File: src/rtl/cnn_pkg.sv
// Shared CNN datapath helpers: default sample width, packed-channel slicing
// and signed maximum used by the pooling compare tree.
package cnn_pkg;

    localparam int DATA_WIDTH_DEF = 8;
    localparam int BUS_MAX        = 256;

    // Sign-extended channel c of a zero-padded packed bus with dw-bit lanes.
    function automatic logic signed [31:0] ch_slice(
        input logic [BUS_MAX-1:0] bus,
        input int                 c,
        input int                 dw
    );
        logic [31:0] lo;
        lo = 32'(bus >> (c * dw));
        return $signed(lo << (32 - dw)) >>> (32 - dw);
    endfunction

    function automatic logic signed [31:0] smax(
        input logic signed [31:0] a,
        input logic signed [31:0] b
    );
        logic signed [31:0] r;
        if (a > b) begin
            r = a;
        end else begin
            r = b;
        end
        return r;
    endfunction

endpackage

File: src/rtl/pool_line_buffer.sv
// Half-width row store for the 2x2 pooler: one write and one combinational
// read port sharing a single address; storage is deliberately not reset.
module pool_line_buffer #(
    parameter int DEPTH = 4,
    parameter int WIDTH = 24,
    parameter int AW    = 2
) (
    input  logic             clk_i,
    input  logic             wr_en_i,
    input  logic [AW-1:0]    addr_i,
    input  logic [WIDTH-1:0] wr_data_i,
    output logic [WIDTH-1:0] rd_data_o
);

    logic [WIDTH-1:0] mem_q [DEPTH];

    // Row-pair storage write
    always_ff @(posedge clk_i) begin
        if (wr_en_i) begin
            mem_q[addr_i] <= wr_data_i;
        end
    end

    assign rd_data_o = mem_q[addr_i];

endmodule

File: src/rtl/maxpool2x2_stream.sv
// Streaming 2x2 / stride-2 signed max-pool over a raster packed-channel stream.
// Optional fused ReLU on the input samples when MAXPOOL_RELU_EN is defined.
module maxpool2x2_stream
    import cnn_pkg::*;
#(
    parameter int DATA_WIDTH = DATA_WIDTH_DEF,
    parameter int NUM_CH     = 3,
    parameter int IMG_WIDTH  = 8,
    parameter int IMG_HEIGHT = 8
) (
    input  logic                         clk,
    input  logic                         rst,
    input  logic [NUM_CH*DATA_WIDTH-1:0] pixel_in,
    input  logic                         pixel_valid,
    input  logic                         frame_start,
    output logic [NUM_CH*DATA_WIDTH-1:0] pool_out,
    output logic                         pool_valid,
    output logic                         frame_done
);

    localparam int BUS_W    = NUM_CH * DATA_WIDTH;
    localparam int XW       = $clog2(IMG_WIDTH + 1);
    localparam int YW       = $clog2(IMG_HEIGHT + 1);
    localparam int LB_DEPTH = (IMG_WIDTH / 2 > 0) ? IMG_WIDTH / 2 : 1;
    localparam int AW       = (LB_DEPTH > 1) ? $clog2(LB_DEPTH) : 1;

    localparam logic [XW-1:0] X_LAST  = XW'(IMG_WIDTH - 1);
    localparam logic [YW-1:0] Y_LAST  = YW'(IMG_HEIGHT - 1);
    localparam logic [XW-1:0] X_PLAST = XW'(2 * (IMG_WIDTH / 2) - 1);
    localparam logic [YW-1:0] Y_PLAST = YW'(2 * (IMG_HEIGHT / 2) - 1);

    logic [XW-1:0]    x_q, x_d, cur_x_s;
    logic [YW-1:0]    y_q, y_d, cur_y_s;
    logic             done_q, done_d;
    logic [BUS_W-1:0] h_reg_q, h_reg_d;
    logic [BUS_W-1:0] pool_out_q, pool_out_d;
    logic             pool_valid_q, pool_valid_d;
    logic             frame_done_q, frame_done_d;

    logic             accept_s;
    logic             lb_we_s;
    logic [AW-1:0]    lb_addr_s;
    logic [BUS_W-1:0] lb_rd_s;
    logic [BUS_W-1:0] pix_s, h_max_s, p_max_s;
    logic [BUS_MAX-1:0] pix_ext_s, h_ext_s, lb_ext_s;

    // Effective raster position: frame_start forces the current pixel to (0,0)
    always_comb begin
        accept_s = pixel_valid && (frame_start || !done_q);
        if (frame_start) begin
            cur_x_s = '0;
            cur_y_s = '0;
        end else begin
            cur_x_s = x_q;
            cur_y_s = y_q;
        end
    end

    assign lb_we_s   = accept_s && cur_x_s[0] && !cur_y_s[0];
    assign lb_addr_s = AW'(cur_x_s >> 1);

    pool_line_buffer #(
        .DEPTH (LB_DEPTH),
        .WIDTH (BUS_W),
        .AW    (AW)
    ) u_line_buf (
        .clk_i     (clk),
        .wr_en_i   (lb_we_s),
        .addr_i    (lb_addr_s),
        .wr_data_i (h_max_s),
        .rd_data_o (lb_rd_s)
    );

    // Zero-pad packed buses to the helper width
    always_comb begin
        pix_ext_s = '0;
        h_ext_s   = '0;
        lb_ext_s  = '0;
        pix_ext_s[BUS_W-1:0] = pixel_in;
        h_ext_s[BUS_W-1:0]   = h_reg_q;
        lb_ext_s[BUS_W-1:0]  = lb_rd_s;
    end

    for (genvar c = 0; c < NUM_CH; c++) begin : g_ch
        logic signed [DATA_WIDTH-1:0] s_raw, s_in, hm, pm;
        assign s_raw = DATA_WIDTH'(ch_slice(pix_ext_s, c, DATA_WIDTH));
`ifdef MAXPOOL_RELU_EN
        assign s_in  = DATA_WIDTH'(smax(32'(s_raw), 32'sd0));
`else
        assign s_in  = s_raw;
`endif
        assign hm = DATA_WIDTH'(smax(ch_slice(h_ext_s, c, DATA_WIDTH), 32'(s_in)));
        assign pm = DATA_WIDTH'(smax(ch_slice(lb_ext_s, c, DATA_WIDTH), 32'(hm)));
        assign pix_s[c*DATA_WIDTH +: DATA_WIDTH]   = s_in;
        assign h_max_s[c*DATA_WIDTH +: DATA_WIDTH] = hm;
        assign p_max_s[c*DATA_WIDTH +: DATA_WIDTH] = pm;
    end

    // Next-state: raster advance, horizontal latch and pooled result
    always_comb begin
        x_d          = cur_x_s;
        y_d          = cur_y_s;
        done_d       = frame_start ? 1'b0 : done_q;
        h_reg_d      = h_reg_q;
        pool_out_d   = pool_out_q;
        pool_valid_d = 1'b0;
        frame_done_d = 1'b0;
        if (accept_s) begin
            if (cur_x_s == X_LAST) begin
                x_d = '0;
                if (cur_y_s == Y_LAST) begin
                    y_d    = '0;
                    done_d = 1'b1;
                end else begin
                    y_d = cur_y_s + YW'(1);
                end
            end else begin
                x_d = cur_x_s + XW'(1);
            end
            if (!cur_x_s[0]) begin
                h_reg_d = pix_s;
            end else if (cur_y_s[0]) begin
                pool_out_d   = p_max_s;
                pool_valid_d = 1'b1;
                frame_done_d = (cur_x_s == X_PLAST) && (cur_y_s == Y_PLAST);
            end else begin
                h_reg_d = h_reg_q;
            end
        end else begin
            h_reg_d = h_reg_q;
        end
    end

    // State and output registers
    always_ff @(posedge clk) begin
        if (rst) begin
            x_q          <= '0;
            y_q          <= '0;
            done_q       <= 1'b0;
            h_reg_q      <= '0;
            pool_out_q   <= '0;
            pool_valid_q <= 1'b0;
            frame_done_q <= 1'b0;
        end else begin
            x_q          <= x_d;
            y_q          <= y_d;
            done_q       <= done_d;
            h_reg_q      <= h_reg_d;
            pool_out_q   <= pool_out_d;
            pool_valid_q <= pool_valid_d;
            frame_done_q <= frame_done_d;
        end
    end

    assign pool_out   = pool_out_q;
    assign pool_valid = pool_valid_q;
    assign frame_done = frame_done_q;

endmodule

File: config.mk
export PLATFORM = sky130hd
export DESIGN_NAME = maxpool2x2_stream
export DESIGN_NICKNAME = d
export VERILOG_FILES = /design/src/rtl/cnn_pkg.sv /design/src/rtl/pool_line_buffer.sv /design/src/rtl/maxpool2x2_stream.sv
export SDC_FILE = /design/constraint.sdc
export NUM_CORES = 1
export LEC_CHECK = 0
export BUFFER_PORTS_ARGS = -buffer_cell sky130_fd_sc_hd__buf_2
export CAP_MARGIN = 20
export CORE_MARGIN = 2
export CORE_UTILIZATION = 50
export CTS_CLUSTER_SIZE = 16
export DETAILED_ROUTE_END_ITERATION = 8
export GPL_ROUTABILITY_DRIVEN = 1
export PLACE_DENSITY = 0.68
export SLEW_MARGIN = 20
export SYNTH_ARGS = -nofsm -noshare
export SYNTH_HDL_FRONTEND = slang
export SYNTH_HIERARCHICAL = 1
export SYNTH_SLANG_ARGS = --single-unit
File: constraint.sdc
create_clock -name clk -period 5.2 [get_ports clk]
set_clock_uncertainty 0.15 [all_clocks]
set_input_delay 0.26 -clock clk [delete_from_list [all_inputs] [get_ports clk]]
set_output_delay 0.26 -clock clk [all_outputs]
set_load 0.005 [all_outputs]
==> results.sh <==
export IMPL_outcome="completed"
export IMPL_min_period_ps=4620
export IMPL_drt_iter0_markers=375
export IMPL_layout_drive_gt1_share_pct=18.1
export IMPL_cp_num_buf_inv=3
export IMPL_clk_latency_ps=420
export IMPL_reg2reg_from="h_reg_q[7]$_SDFFE_PP0P_"
export IMPL_synth_area_sq_mm=0.00768
export IMPL_die_height_um=128
export IMPL_via_per_inst=5.79
export IMPL_port_buffers=53
export IMPL_max_cap_viol_count=0
export IMPL_final_fill_count=1230
export IMPL_gr_total_overflow=0
export IMPL_h_tree_depth=4
export IMPL_path_cells="dlygate4sd3_1 > buf_2 > inv_1 > ha_1 > nand4_2 > a211oi_4 > or2_1 > o31ai_4 > a211o_1 > ha_1 > and4_1 > a41oi_1 > nor2_1 > a31oi_1 > nand2b_1 > o221ai_1"
export IMPL_rsz0062_at_grt="false"
export IMPL_power_density_mw_per_mm2=324
export IMPL_path_clk_slew_ps=70
export IMPL_diodes=0
export IMPL_cp_slowest_cell="ha_1"
export IMPL_fin_crit_sh_pct=88.9
export IMPL_tightestPinTransition_ps=1070
export IMPL_synth_cells=645
export IMPL_synth_edff_count=96
export IMPL_r2r_end="pool_out[0]$_SDFFE_PP0P_"
export IMPL_grt_first_pass_wirelength_mm=27.9
export IMPL_critPathLaunchType="primary input"
export IMPL_ys_ff_latch=155
export IMPL_setup_viol=0
export IMPL_setup_tns_ps=0
export IMPL_ant_nets=0
export IMPL_cts_resized=0
export IMPL_root_buffer="clkbuf_16"
export IMPL_leakage_nw=3.67
export IMPL_ys_types=62
export IMPL_clockBufferDepth=2
export IMPL_hpwl_mm=11.7
export IMPL_hold_end="x_q[3]$_SDFF_PP0_"
export IMPL_die_x_um=128
export IMPL_route_detailed_wl_per_inst_um=18.6
export IMPL_critical_path_max_fanout=12
export IMPL_ys_warn_count=6
export IMPL_finalNonFillerCells=927
export IMPL_place_gp_congestion=0.852
export IMPL_cts_buffers=17
export IMPL_grt_pass1_vias=5283
export IMPL_antenna_found_initial=0
export IMPL_firstDrtPassIters=5
export IMPL_rows=45
export IMPL_finalMaxSlewViolations=0
export IMPL_ys_flop_type="edfxtp_1"
export IMPL_max_slew_margin_pct=28.6
export IMPL_area_growth_pct=16.6
export IMPL_arrival_ps=4760
export IMPL_vdd_drop_max_mv=0.375
export IMPL_finalHoldViolCount=0
export IMPL_crit_top_cell="ha_1"
export IMPL_finalWirelength_mm=17.2
export IMPL_path_class="primary input to register"
export IMPL_initial_core_util_pct=50.9
export IMPL_required_ps=5330
export IMPL_fin_nets=804
export IMPL_ioPinCount=54
export IMPL_worst_hold_path_type="primary input to register"
export IMPL_ys_seq_area_share_pct=52.9
export IMPL_track_usage_pct=22.3
export IMPL_synthArstFlopShare_pct=0
export IMPL_hold_start="frame_start"
export IMPL_grt_max_degree=36
export IMPL_placed_cells=870
export IMPL_r2r_cells=13
export IMPL_numClockSinks=155
export IMPL_crit_path_max_incr_delay_ps=560
export IMPL_cp_end_kind="register"
export IMPL_drc=0
export IMPL_hold_depth=2
export IMPL_cp_top_family="compound AO/OA/AOI/OAI gates"
export IMPL_reg2reg_slack_ps=770
export IMPL_synth_nets=723
export IMPL_vias=5363
export IMPL_coreArea_sq_mm=0.0151
export IMPL_die_area_sq_mm=0.0164
export IMPL_final_core_util_pct=59.3
export IMPL_cts_tree="yes"
export IMPL_syn_mean_instance_area_sq_um=11.9
export IMPL_max_freq_mhz=216
==> area by class of cell <==
cell class | instances | area, sq um | share of cell area [%]
multi-input cells | 392 | 3230 | 36.1
inverters | 72 | 270 | 3.02
flip-flops and latches | 155 | 4060 | 45.4
clock buffers | 20 | 447 | 4.99
clock inverters | 12 | 116 | 1.30
well taps | 188 | 235 | 2.63
repair buffers | 88 | 591 | 6.60
==> kinds of logic (layout without fill, tap and decap cells) <==
logic type	Yosys count	count (layout)	share of synthesized area, %
muxes	41	41	9.55
DFF	155	155	52.9
xor gates and xnor gates	4	4	0.456
AOI/OAI and AO/OA	134	134	13.4
adders and majority gates	50	50	8.15
buffers and inverters	98	192	5.35
and+or+nand+nor	163	163	10.2
==> state kept, by name, indices dropped and copies added, names as in the netlist <==
register and flops:
u_line_buf/mem_q 96, h_reg_q 24, frame_done 1, y_q 4, done_q 1, pool_out 24
pool_valid 1, x_q 4
==> how the worst max path moves through the flow <==
stage / from / endpoint / slack, ps / cells past startpoint
CTS: pixel_in[7] / pool_out[0]$_SDFFE_PP0P_ / 610 / 16
global route: pixel_in[7] / pool_out[0]$_SDFFE_PP0P_ / 320 / 16
detailed placement: pixel_in[7] / pool_out[0]$_SDFFE_PP0P_ / 690 / 15
floorplan: h_reg_q[7]$_SDFFE_PP0P_ / pool_out[0]$_SDFFE_PP0P_ / 1540 / 15
global placement: pixel_in[7] / pool_out[0]$_SDFFE_PP0P_ / 820 / 15
finish: pixel_in[7] / pool_out[0]$_SDFFE_PP0P_ / 580 / 16
==> worst reg2reg max path, delay by kind of cell, from the launching register on <==
family          cells  cell delay [ps]
compound gates      6             1580
fa+ha+maj           2              870
flops               1              330
simple gates        5             1380
==> cell usage in the layout (no fill, tap or decap), drive strengths merged, types with 17 or more instances in the layout <==
cell         Yosys  layout
a21oi           44      44
buf             14      63
clkbuf          12      20
dfxtp           59      59
dlygate4sd3      0      25
edfxtp          96      96
ha              50      50
inv             71      73
mux2i           17      17
mux4            24      24
nand2           82      82
nor2            24      24
o221ai          18      18
==> synth_stat cells, drive strengths merged, types with 4 or more instances <==
cell	instances	area (sq um)
ha	50	626
nor2	24	92.6
mux4	24	563
edfxtp	96	2880
inv	71	267
nor3b	8	60.1
nor2b	11	68.8
o21ai	4	20.0
mux2i	17	170
nand2	82	308
dfxtp	59	1180
o22ai	9	56.3
a21oi	44	220
a21o	11	82.6
o221ai	18	201
nand3	6	30.0
nand2b	9	56.3
buf	14	95.1
clkbuf	12	45.0
nand4	6	43.8
a211oi	10	92.6
a22o	8	70.1
a211o	8	70.1
==> layer usage <==
metal  part of all wire [%]  wire, um  vias up  global-route usage, %
met2                     48      8300      140                   37.2
met1                     45      7780     2639                   29.2
met5                      0         0        -                      0
li1                       -         -     2557                      -
met4                    2.2       375        0                   7.63
met3                    4.4       765       27                   4.88
==> repair_timing <==
| item | 4_1_cts | 5_1_grt |
|---|---|---|
| buffers inserted | 0 | 0 |
| endpoints found under the hold margin | 26 | 0 |
| hold buffers | 25 | 0 |
==> through the flow <==
stage	hold slack, ps	total power [mW]	cell area, sq um	worst slack (ps)
detailed placement	297	1.73	8140	690
finish	72.6	2.90	8950	579
floorplan	246	1.63	7680	1540
CTS	61.4	2.92	8950	609
global placement	298	1.72	8140	818
global route	96.3	3.02	8950	323
==> power breakdown <==
part	switching [mW]	leakage, nW	internal (mW)	total [mW]
registers	0.0126	1.35	1.35	1.36
clock network	0.502	0.259	0.675	1.18
logic	0.221	2.06	0.140	0.361
total	0.736	3.67	2.16	2.90
No activity file was read; power rests on OpenSTA's default activity.
